<file path="src/rtl/ifu_fetch.sv">
// rtl/ifu_fetch.sv - RV32 instruction fetch stage: one outstanding imem read, valid/ready to decode, redirects
module ifu_fetch #(
    parameter int               WIDTH    = 32,
    parameter logic [WIDTH-1:0] RESET_PC = 32'h80000000
) (
    input  logic             clk,
    input  logic             rst,
    output logic             imem_req_valid,
    input  logic             imem_req_ready,
    output logic [WIDTH-1:0] imem_addr,
    input  logic             imem_resp_valid,
    input  logic [WIDTH-1:0] imem_resp_data,
    input  logic             imem_resp_err,
    input  logic             redirect_valid,
    input  logic [WIDTH-1:0] redirect_pc,
    output logic             inst_valid,
    input  logic             inst_ready,
    output logic [WIDTH-1:0] inst,
    output logic [WIDTH-1:0] inst_pc,
    output logic             inst_fault,
    output logic [WIDTH-1:0] debug_pc,
    output logic [WIDTH-1:0] debug_inst
);

    typedef enum logic [1:0] {
        ST_IDLE,
        ST_REQ,
        ST_WAIT,
        ST_OUT
    } state_t;

    state_t           state;
    state_t           state_next;
    logic [WIDTH-1:0] pc;
    logic             drop;
    logic [WIDTH-1:0] inst_r;
    logic             fault_r;
    logic             aligned;
    logic             req_fire;
    logic             retire;

    assign aligned  = (pc[1:0] == 2'b00);
    assign req_fire = imem_req_valid && imem_req_ready;
    assign retire   = inst_valid && inst_ready;

    // Request and decode-side outputs; a misaligned pc never reaches memory
    always_comb begin
        imem_req_valid = (state == ST_REQ) && aligned;
        imem_addr      = pc;
        inst_valid     = (state == ST_OUT) && !redirect_valid;
        inst           = inst_r;
        inst_pc        = pc;
        inst_fault     = fault_r;
    end

    // Next-state selection; a redirect overrides every other transition
    always_comb begin
        state_next = state;
        case (state)
            ST_IDLE: state_next = ST_REQ;
            ST_REQ: begin
                if (req_fire) begin
                    state_next = ST_WAIT;
                end else if (!redirect_valid && !aligned) begin
                    state_next = ST_OUT;
                end
            end
            ST_WAIT: begin
                if (imem_resp_valid) begin
                    state_next = (drop || redirect_valid) ? ST_REQ : ST_OUT;
                end
            end
            ST_OUT: begin
                if (redirect_valid || inst_ready) begin
                    state_next = ST_REQ;
                end
            end
            default: state_next = ST_IDLE;
        endcase
    end

    // State register; reset abandons any outstanding memory response
    always_ff @(posedge clk or negedge rst) begin
        if (!rst) begin
            state <= ST_IDLE;
        end else begin
            state <= state_next;
        end
    end

    // PC, drop flag, held instruction and debug trace
    always_ff @(posedge clk or negedge rst) begin
        if (!rst) begin
            pc         <= RESET_PC;
            drop       <= 1'b0;
            inst_r     <= '0;
            fault_r    <= 1'b0;
            debug_pc   <= RESET_PC;
            debug_inst <= '0;
        end else begin
            case (state)
                ST_REQ: begin
                    if (redirect_valid) begin
                        pc <= redirect_pc;
                        if (req_fire) begin
                            drop <= 1'b1;
                        end
                    end else if (!aligned) begin
                        inst_r  <= '0;
                        fault_r <= 1'b1;
                    end
                end
                ST_WAIT: begin
                    if (imem_resp_valid) begin
                        drop <= 1'b0;
                        if (redirect_valid) begin
                            pc <= redirect_pc;
                        end else if (!drop) begin
                            inst_r  <= imem_resp_err ? '0 : imem_resp_data;
                            fault_r <= imem_resp_err;
                        end
                    end else if (redirect_valid) begin
                        drop <= 1'b1;
                        pc   <= redirect_pc;
                    end
                end
                ST_OUT: begin
                    if (redirect_valid) begin
                        pc <= redirect_pc;
                    end else if (retire) begin
                        pc         <= pc + WIDTH'(4);
                        debug_pc   <= pc;
                        debug_inst <= inst_r;
                    end
                end
                default: ;
            endcase
        end
    end

endmodule
</file>
<file path="config.mk">
export PLATFORM = sky130hd
export DESIGN_NAME = ifu_fetch
export DESIGN_NICKNAME = d
export VERILOG_FILES = /design/src/rtl/ifu_fetch.sv
export SDC_FILE = /design/constraint.sdc
export NUM_CORES = 1
export LEC_CHECK = 0
export CAP_MARGIN = 5
export CORE_ASPECT_RATIO = 1.2
export CORE_UTILIZATION = 40
export DETAILED_ROUTE_END_ITERATION = 8
export MAX_ROUTING_LAYER = met4
export PLACE_DENSITY = 0.81
export SYNTH_ARGS = -nofsm -noshare
export SYNTH_HDL_FRONTEND = slang
export SYNTH_SLANG_ARGS = --single-unit
</file>
<file path="constraint.sdc">
create_clock -name clk -period 1.9 [get_ports clk]
set_input_delay 0.38 -clock clk [delete_from_list [all_inputs] [get_ports clk]]
set_output_delay 0.38 -clock clk [all_outputs]
set_load 0.1 [all_outputs]
</file>
# Word-level counts from Yosys, hierarchy flattened
# Index checks and enable logic that the tools add are counted.
# W data, S select, Z words.
[totals] ff_bits=132 latch_bits=0 ramBits=0 romBits=0 in_bits=71 output_inout_bits=163 wordCells=71 memories=0
[op_classes] n_addsub=1 multipliers=0 n_div=0 magnitude_cmp=0 n_eq_ne=15 n_shift=0 muxes=28 n_bitwise=1 n_reduce_logical=19
[op_table] cell="$mux W32" count=9
[op_table] cell="$pmux W32 S2" count=2
[op_table] cell="$add A32 B3 Y32 const B" count=1
[op_table] cell="$ne A2 B2 Y1 const B" count=7
[op_table] cell="$mux W2" count=5
[op_table] cell="$mux W1" count=9
[op_table] cell="$reduce_and A3 Y1" count=3
[op_table] cell="$pmux W2 S4" count=1
[op_table] cell="$ne A3 B3 Y1 const B" count=2
[op_table] cell="$reduce_and A6 Y1" count=1
[op_table] cell="$logic_and A1 B1 Y1" count=5
[op_table] cell="$eq A2 B2 Y1 const B" count=2
[op_table] cell="$logic_not A2 Y1" count=2
[op_table] cell="$ne A2 B1 Y1 const B" count=2
[op_table] cell="$pmux W1 S2" count=2
[op_table] cell="$reduce_and A4 Y1" count=1
[op_table] cell="$reduce_bool A2 Y1" count=2
[op_table] cell="$ne A3 B2 Y1 const B" count=1
[op_table] cell="$eq A2 B1 Y1 const B" count=1
[op_table] cell="$logic_not A1 Y1" count=2
[op_table] cell="$logic_or A1 B1 Y1" count=2
[op_table] cell="$reduce_or A2 Y1" count=1
[op_table] cell="$not A1 Y1" count=1

# Longest topological paths before layout
# Gate-level depths: netlist of the first run.
[depth] depth_word=6 mapped_depth=8 ltp_nobuf=6

# Least setup slack after synthesis of the first run
# No wires, ideal clock.
[synth_timing] kind="register -> register" start="register pc[1] (netlist: imem_addr[1])" end="register inst_r[10] (netlist: inst[10])" setup_ns=0.069 arrival_time_ns=2.664 required_ns=1.831 path_slack_ns=-0.833 path_stages_with_launch=7 n_path_buf=1 period_less_slack_ns=2.733 path_cell_list="dfrtp_1 -> nor2_1 -> and2_1 -> nor2_1 -> nor4b_2 -> buf_2 -> a22o_1"
[synth_via] elab_chain_len=3
[synth_lines] element="from (decl)" line_no="34" rtl="logic [WIDTH-1:0] pc;"
[synth_lines] element="from (signal assigned)" line_no="104" rtl="pc <= redirect_pc;"
[synth_lines] element="from (signal assigned)" line_no="117" rtl="pc <= redirect_pc;"
[synth_lines] element="from (signal assigned)" line_no="124" rtl="pc <= redirect_pc;"
[synth_lines] element="$logic_not A2 Y1" line_no="42" rtl="assign aligned = (pc[1:0] == 2'b00);"
[synth_lines] element="$ne A2 B2 Y1 (no source line)"
[synth_lines] element="$reduce_and A6 Y1 (no source line)"
[synth_lines] element="to (signal assigned)" line_no="119" rtl="inst_r <= imem_resp_err ? '0 : imem_resp_data;"
[synth_lines] element="to (decl)" line_no="36" rtl="logic [WIDTH-1:0] inst_r;"
# Every way passes these cells.
# A chain may end at the register's enable or synchronous reset.

# Worst setup path in the final report of the first run
[layout_timing] start="register state[1]" end="output imem_req_valid"
[layout_via] elab_chain_len=2
[layout_lines] element="from (decl)" line_no="32" rtl="state_t state;"
[layout_lines] element="from (signal assigned)" line_no="87" rtl="state <= state_next;"
[layout_lines] element="$eq A2 B1 Y1" line_no="48" rtl="imem_req_valid = (state == ST_REQ) && aligned;"
[layout_lines] element="$logic_and A1 B1 Y1" line_no="48"
[layout_lines] element="to (decl)" line_no="8" rtl="output logic imem_req_valid,"
# Every way passes these cells.

==> flow_summary.yaml, run 1 <==
grt:
  grt_pass1_wl_um: 29770
  grt_util_met2_pct: 43.60
  antenna_found_initial: 2
  grt_start_max_net_pins: 54
  grtUsageTotal_pct: 25.96
  met3_usage_pct: 7.662
  busiest_layer: "met2"
  grt_pass1_vias: 5616
  overflow: 0
  grt.met1_usage_pct: 29.24
setup_path:
  r2r_end: "imem_addr[12]"
  crit_start: "state[1]"
  rrSetupSlack_ns: 0.05
  critPathCaptureType: "output port"
  r2r_start: "state[0]"
  path_max_fanout: 6
  r2r_cells: 7
  critPathArrivalTime_ns: 1.50
  worstSetupPathType: "flip-flop to output port"
  crit_required_ns: 1.52
  crit_end: "imem_req_valid"
  critPathLaunchType: "flip-flop"
place:
  gp_congestion: 0.9235
  hpwl_um: 14110
  port_buffers: 233
clock_network:
  cts_root_buffer: "clkbuf_16"
  htreeDepth: 4
  clk_pin_slew_ns: 0.06
  cts_num_sinks: 132
  cts_tree: "built"
  cts_made_buffers: 17
  clkLatencyLatePin_ns: 0.42
  clk_path_buf_depth: 2
cells_and_area:
  final_cell_mix: "buf_12 (110), buf_4 (107), dfrtp_1 (102)"
  areaGrowthSynthToFinish_pct: 74.22
  layout-drive-gt1-share_pct: 49.17
  multi_input_comb_area_um2: 2520
  mostFrequentLayoutCell: "buf_12"
  final_nets: 843
  fillers: 942
  regArea_um2: 3386
  final_util_pct: 71.17
sta:
  final_max_slew_viol_count: 0
  rsz0062_at_grt: "true"
  fmaxAchievable_mhz: 531.8
  worst_hold_slack_ns: 0.4978
  finalHoldViolations: 0
  maxSlewHeadroom_pct: 65.38
  finalClockSkew_ns: 0.006991
  min_period_ns: 1.881
  worst_pin_slew_ns: 0.5193
  setup_viol: 0
  min_period_over_period_pct: 98.98
synth:
  synth_seq_cells: 132
  ys.flop_type: "dfrtp_1"
  syn_nets: 592
  synth-edff-count: 0
  ys_seq_area_share_pct: 54.32
  ys_warn_count: 0
  yosysUniqueCellTypes: 58
  syn-instance-count: 516
  postSynthAreaPerCell_um2: 11.79
  synthTopCellsByArea: "dfrtp_1 (53%), mux2_2 (12%), a22o_1 (4.6%), buf_4 (4.1%), a21oi_1 (2.8%)"
  synth_area_um2: 6086
  yosys.area.top_type: "dfrtp_1"
  synth_top_area_share_pct: 53.45
  synthArstFlopShare_pct: 100.0
floorplanning:
  die_h_um: 137.1
  pin_count: 234
  row_count: 49
  core-area_um2: 14900
  start_util_pct: 40.85
  die_w_um: 114.6
  die_area_um2: 15710
hold_path:
  hp-class: "primary input to asynchronous set/reset pin"
drt:
  drtPass1Iterations: 5
  vias_per_cell: 5.529
  postRouteAntennaNets: 0
  num_vias: 5446
  wl_um: 19490
  wl_per_cell_um: 19.79
  drcViolationCount: 0
  drtIter0Drc: 277
job:
  drv_cap: 0
status:
  status: "completed"
[cells by family (layout without fill, tap and decap cells)]
group,after synthesis,count (layout),share of synthesized area [%]
AOI/OAI and AO/OA,132,132,14.91
adders and majority gates,5,5,1.028
and+or+nand+nor,114,114,10.59
other,0,2,0
buffers and inverters,66,329,6.805
DFF,132,132,54.32
muxes,67,67,12.36
[registers in the layout, indices dropped and copies added, names as in the netlist]
name        count
debug_inst     32
debug_pc       32
drop            1
imem_addr      32
inst           32
inst_fault      1
state           2
[per-layer routing]
| layer | routed length, um | share of wire (%) | up-vias |
|---|---|---|---|
| li1 | - | - | 2383 |
| met1 | 7258 | 37 | 2721 |
| met2 | 10070 | 52 | 291 |
| met3 | 1525 | 7.8 | 51 |
| met4 | 637 | 3.3 | 0 |
| met5 | 0 | 0 | - |
[critical path, stage by stage (launching register included)]
cell and delay (ns):
dfrtp_1 0.40, inv_1 0.16, ha_4 0.19, and2_4 0.17, buf_12 0.17
[Yosys cell counts, types with 5 or more instances]
cell type  number
a31oi_1         6
nor2_1         24
nand3_1        17
buf_4          33
a2bb2oi_1       7
o21ai_0        22
ha_1            5
nand4_1        11
inv_1           5
buf_2           9
clkbuf_1        9
a21oi_1        34
dfrtp_1       130
o22a_1          5
a22o_1         32
and3_1          5
o22ai_1        10
nand2_1        27
mux2_2         65
[repair_timing]
action	4_1_cts	5_1_grt
pin swaps	0	3
gates cloned	0	1
setup endpoints to repair	8	23
endpoints found under the hold margin	46	0
setup buffers	2	6
resized for setup	9	18
hold buffers	1	0
[per-stage QoR]
stage | setup TNS, ns | cells | setup WS, ns | cell area [um^2]
finish | 0 | 985 | 0.01946 | 10600
global route | -0.02993 | 985 | -0.01040 | 10600
CTS | 0 | 976 | 0.006631 | 10450
detailed placement | -17.92 | 942 | -0.2193 | 9752
global placement | -12.44 | 942 | -0.1855 | 9752
floorplan | 0 | 516 | 0.003291 | 6205
[worst min path at each step]
stage	cells after the start	slack, ns	end
floorplan	0	0.08	debug_inst[0]
global placement	1	0.37	debug_pc[23]
detailed placement	1	0.37	debug_pc[23]
CTS	2	0.49	debug_pc[23]
global route	1	0.52	debug_inst[12]
finish	2	0.50	debug_inst[21]
[area by class of cell]
class                   instances  area share, %
clock buffers                  19          4.272
flip-flops and latches        132          31.93
diodes                          2        0.04720
multi-input cells             318          23.77
repair buffers                291          35.51
well taps                     204          2.407
inverters                       7         0.3658
clock inverters                12          1.699
Power of run 1 is not shown: default switching activity piles up to over one toggle a cycle in this logic, so the estimate is an artifact.
==> run 2: changes to the inputs <==
--- a/config.mk
+++ b/config.mk
@@ -7,10 +7,10 @@
 export LEC_CHECK = 0
 export CAP_MARGIN = 5
 export CORE_ASPECT_RATIO = 1.2
-export CORE_UTILIZATION = 40
+export CORE_UTILIZATION = 32
 export DETAILED_ROUTE_END_ITERATION = 8
 export MAX_ROUTING_LAYER = met4
-export PLACE_DENSITY = 0.81
+export PLACE_DENSITY = 0.68
 export SYNTH_ARGS = -nofsm -noshare
 export SYNTH_HDL_FRONTEND = slang
 export SYNTH_SLANG_ARGS = --single-unit
==> run 2 against run 1 <==
Net effect:
- flip-flop and latch count stayed put
- sequential share of layout area is 0.50 points lower
- maximum frequency hardly changed
- worst setup slack worse by 0.0013 ns
- non-clock buffer count is 14 higher
- critical path depth is 1 higher
- largest cell class unchanged
- cell count is 6.2% higher
- via count is 1.9% lower
==> flow_summary.yaml, run 2 (synthesis gave the netlist of run 1 again) <==
floorplanning:
  die_h_um: 153.1
  start_util_pct: 33.12
  row_count: 54
  core-area_um2: 18380
  pin_count: 234
  die_w_um: 127.9
  die_area_um2: 19580
sta:
  worst_pin_slew_ns: 0.4250
  fmaxAchievable_mhz: 531.4
  min_period_ns: 1.882
  finalHoldViolations: 0
  worst_hold_slack_ns: 0.4658
  rsz0062_at_grt: "true"
  final_max_slew_viol_count: 0
  finalClockSkew_ns: 0.005700
  maxSlewHeadroom_pct: 71.43
  min_period_over_period_pct: 99.04
  setup_viol: 0
  fin_ws_ns: 0.01819
cells_and_area:
  final_nets: 857
  antennaDiodeCount: 0
  mostFrequentLayoutCell: "buf_4"
  areaGrowthSynthToFinish_pct: 77.01
  final_cell_mix: "buf_4 (119), buf_12 (112), dfrtp_1 (102)"
  final_util_pct: 58.62
  layout-drive-gt1-share_pct: 49.62
grt:
  grt_pass1_wl_um: 29350
  grt_start_max_net_pins: 47
  overflow: 0
  grtUsageTotal_pct: 19.89
  grt_pass1_vias: 5659
  antenna_found_initial: 0
place:
  hpwl_um: 14060
  place_ws_ns: -0.2837
  gp_congestion: 0.9082
  port_buffers: 233
drt:
  postRouteAntennaNets: 0
  vias_per_cell: 5.109
  drtPass1Iterations: 6
  wl_per_cell_um: 17.88
  drcViolationCount: 0
  drtIter0Drc: 351
  num_vias: 5344
  wl_um: 18700
clock_network:
  clk_path_buf_depth: 2
  cts_root_buffer: "clkbuf_16"
  cts_tree: "built"
  cts_num_sinks: 132
  clk_pin_slew_ns: 0.06
  clkLatencyLatePin_ns: 0.41
  cts_made_buffers: 17
  htreeDepth: 4
status:
  status: "completed"
setup_path:
  critPathLaunchType: "flip-flop"
  worstSetupPathType: "flip-flop to output port"
  critPathArrivalTime_ns: 1.50
  critPathCaptureType: "output port"
  path_max_fanout: 7
  crit_required_ns: 1.52
hold_path:
  hp-class: "primary input to asynchronous set/reset pin"
job:
  drv_cap: 0
==> run 2: cell types whose count changed in the layout (fill, tap and decap cells not counted), sizes merged <==
cell / before / now
buf: 220 / 235
clkbuf: 20 / 18
clkdlybuf4s50: 69 / 68
clkinv: 4 / 5
clkinvlp: 5 / 2
diode: 2 / 0
dlymetal6s2s: 0 / 1
inv: 6 / 10
==> run 2: final timing paths <==
check,startpoint,endpoint,slack (ns),cells past startpoint
worst max-delay path,state[1],inst_valid,0.02,5
worst min-delay path,rst,debug_pc[7],0.47,2
worst max register to register,imem_addr[16],imem_addr[23],0.05,5
worst min register to register,debug_pc[6],debug_pc[6],0.51,1
max in group asynchronous,rst,imem_addr[31],0.86,3
min in group clk,debug_pc[6],debug_pc[6],0.51,1
==> run 2: per-stage QoR <==
stage | setup TNS (ns) | cell area (um^2) | instances
final | 0 | 10770 | 1046
after global routing | -0.1003 | 10770 | 1046
after CTS | -0.07406 | 10640 | 1041
after detailed placement | -12.70 | 9972 | 1008
after global placement | -10.52 | 9972 | 1008
after floorplan | 0 | 6205 | 516
==> run 2: metal layers <==
layer,GRT usage (%),routed length [um]
met3,5.145,1262
met2,33.54,9696
met1,22.97,7427
met4,6.275,312
met5,-,0
==> run 2: timing repair <==
item	CTS	global route
hold endpoints to repair	32	0
hold buffers	1	0
gates resized for setup	6	16
pin swaps	0	4
buffers inserted	0	6
setup endpoints to repair	3	9
==> run 2: critical path, cell delays in order (launching register included) <==
cell and delay [ns]:
dfrtp_1 0.41, ha_2 0.21, buf_6 0.13, nand2_8 0.09, clkinv_8 0.07, buf_16 0.16
==> run 2: area by class of cell <==
type,instances,area (um^2)
clock buffer,18,439.2
clock inverter,14,197.7
fill,1466,7605
inverter,7,38.79
multi-input combinational,318,2496
sequential,132,3386
tap,252,315.3
timing repair buffer,305,3900
Power of run 2 is left out for the same reason.
==> run 3: changes to the inputs <==
--- a/config.mk
+++ b/config.mk
@@ -11,6 +11,7 @@
 export DETAILED_ROUTE_END_ITERATION = 8
 export MAX_ROUTING_LAYER = met4
 export PLACE_DENSITY = 0.68
+export RECOVER_POWER = 50
 export SYNTH_ARGS = -nofsm -noshare
 export SYNTH_HDL_FRONTEND = slang
 export SYNTH_SLANG_ARGS = --single-unit
==> run 3 against run 2 <==
Net effect:
- critical path depth is the same
- hold slack gained 0.029 ns
- worst setup slack worse by 0.0049 ns
- cell area shrank 6.0%
- maximum frequency down 0.26%
- global-route usage did not move
- via count about the same
- die area did not move
- count of clock-buffer cells in the layout unchanged
- highest routed layer unchanged
==> flow_summary.yaml, run 3 (synthesis gave the netlist of run 1 again) <==
cells_and_area:
  fin_cells: 1046
  fillers: 1559
  final_cell_mix: "dfrtp_1 (104), clkbuf_2 (79), buf_12 (76), buf_4 (76), clkdlybuf4s50_1 (68)"
  multi_input_comb_area_um2: 2496
  layout-drive-gt1-share_pct: 49.37
  final_nets: 857
  final_util_pct: 55.08
  mostFrequentLayoutCell: "dfrtp_1"
  antennaDiodeCount: 0
  regArea_um2: 3383
  areaGrowthSynthToFinish_pct: 66.32
place:
  port_buffers: 233
  gp_congestion: 0.9082
  hpwl_um: 14060
  place_ws_ns: -0.2837
  dp.cells: 1008
sta:
  maxSlewHeadroom_pct: 33.34
  fmaxAchievable_mhz: 530.0
  setup_viol: 0
  worst_pin_slew_ns: 0.9999
  min_period_over_period_pct: 99.30
  finalHoldViolations: 0
  finalClockSkew_ns: 0.006021
  rsz0062_at_grt: "true"
  fin_ws_ns: 0.01332
  min_period_ns: 1.887
  final_max_slew_viol_count: 0
drt:
  num_vias: 5347
  drtPass1Iterations: 5
  drcViolationCount: 0
  wl_met3_um: 1347
  postRouteAntennaNets: 0
  met2_wirelength_um: 9669
  highest_layer: "met4"
  vias_per_cell: 5.112
  drtIter0Drc: 332
  wl_per_cell_um: 17.89
  met1_length_um: 7328
  wl_um: 18710
status:
  status: "completed"
floorplanning:
  pin_count: 234
  row_count: 54
  start_util_pct: 33.12
  die_area_um2: 19580
  core-area_um2: 18380
  die_w_um: 127.9
  die_h_um: 153.1
clock_network:
  clk_path_buf_depth: 2
  clkLatencyLatePin_ns: 0.41
  cts_num_sinks: 132
  clk_pin_slew_ns: 0.06
  cts_made_buffers: 17
  htreeDepth: 4
  cts_tree: "built"
  cts_root_buffer: "clkbuf_16"
setup_path:
  crit_required_ns: 1.52
  worstSetupPathType: "flip-flop to output port"
  critPathArrivalTime_ns: 1.51
  path_max_fanout: 7
  critPathCaptureType: "output port"
  critPathLaunchType: "flip-flop"
hold_path:
  hp-class: "flip-flop to flip-flop"
grt:
  overflow: 0
  antenna_found_initial: 0
  grt_pass1_wl_um: 29350
  grtUsageTotal_pct: 19.89
  grt_start_max_net_pins: 47
  grt_pass1_vias: 5659
job:
  drv_cap: 0
==> run 3: cell count changes in the layout (fill, tap and decap cells not counted), sizes merged <==
cell / delta
buf: -79
clkbuf: +79
==> run 3: layer usage <==
metal | GRT usage [%] | vias to the layer above
li1 | - | 2401
met1 | 22.97 | 2660
met2 | 33.54 | 254
met3 | 5.145 | 32
met4 | 6.275 | 0
met5 | - | -
==> run 3: final cells by class <==
type,count,share of cell area [%]
Sequential cell,132,33.42
Tap cell,252,3.115
Inverter,7,0.3832
Clock buffer,18,4.339
Timing Repair Buffer,305,32.13
Clock inverter,14,1.953
Multi-Input combinational cell,318,24.66
==> run 3: worst max-delay path, cell delays in order (launching register included) <==
cell	delay [ns]
dfrtp_1	0.41
ha_2	0.22
buf_6	0.13
nand2_8	0.09
clkinv_8	0.07
buf_16	0.16
==> run 3: stage by stage <==
step	cell area (um^2)	hold WS [ns]	setup TNS, ns
floorplan	6205	0.08441	0
global placement	9972	0.3085	-10.52
detailed placement	9972	0.3155	-12.70
CTS	10640	0.4514	-0.07406
global route	10120	0.5253	-0.1003
finish	10120	0.4948	0
==> run 3: worst paths after layout <==
check	from	end	slack (ns)	cells after the start
max	state[1]	inst_valid	0.01	5
max in group asynchronous	rst	debug_inst[11]	0.27	3
min	debug_pc[29]	debug_pc[29]	0.49	2
max reg2reg	state[1]	imem_addr[28]	0.07	7
min reg2reg	debug_pc[29]	debug_pc[29]	0.49	2
min in group asynchronous	rst	debug_pc[5]	0.69	2
==> run 3: timing repair <==
item,4_1_cts,5_1_grt
endpoints found under the setup margin,3,9
endpoints found under the hold margin,32,0
gates resized for setup,6,16
pin swaps,0,4
setup buffers,0,6
hold buffers,1,0
Power of run 3 is left out for the same reason.
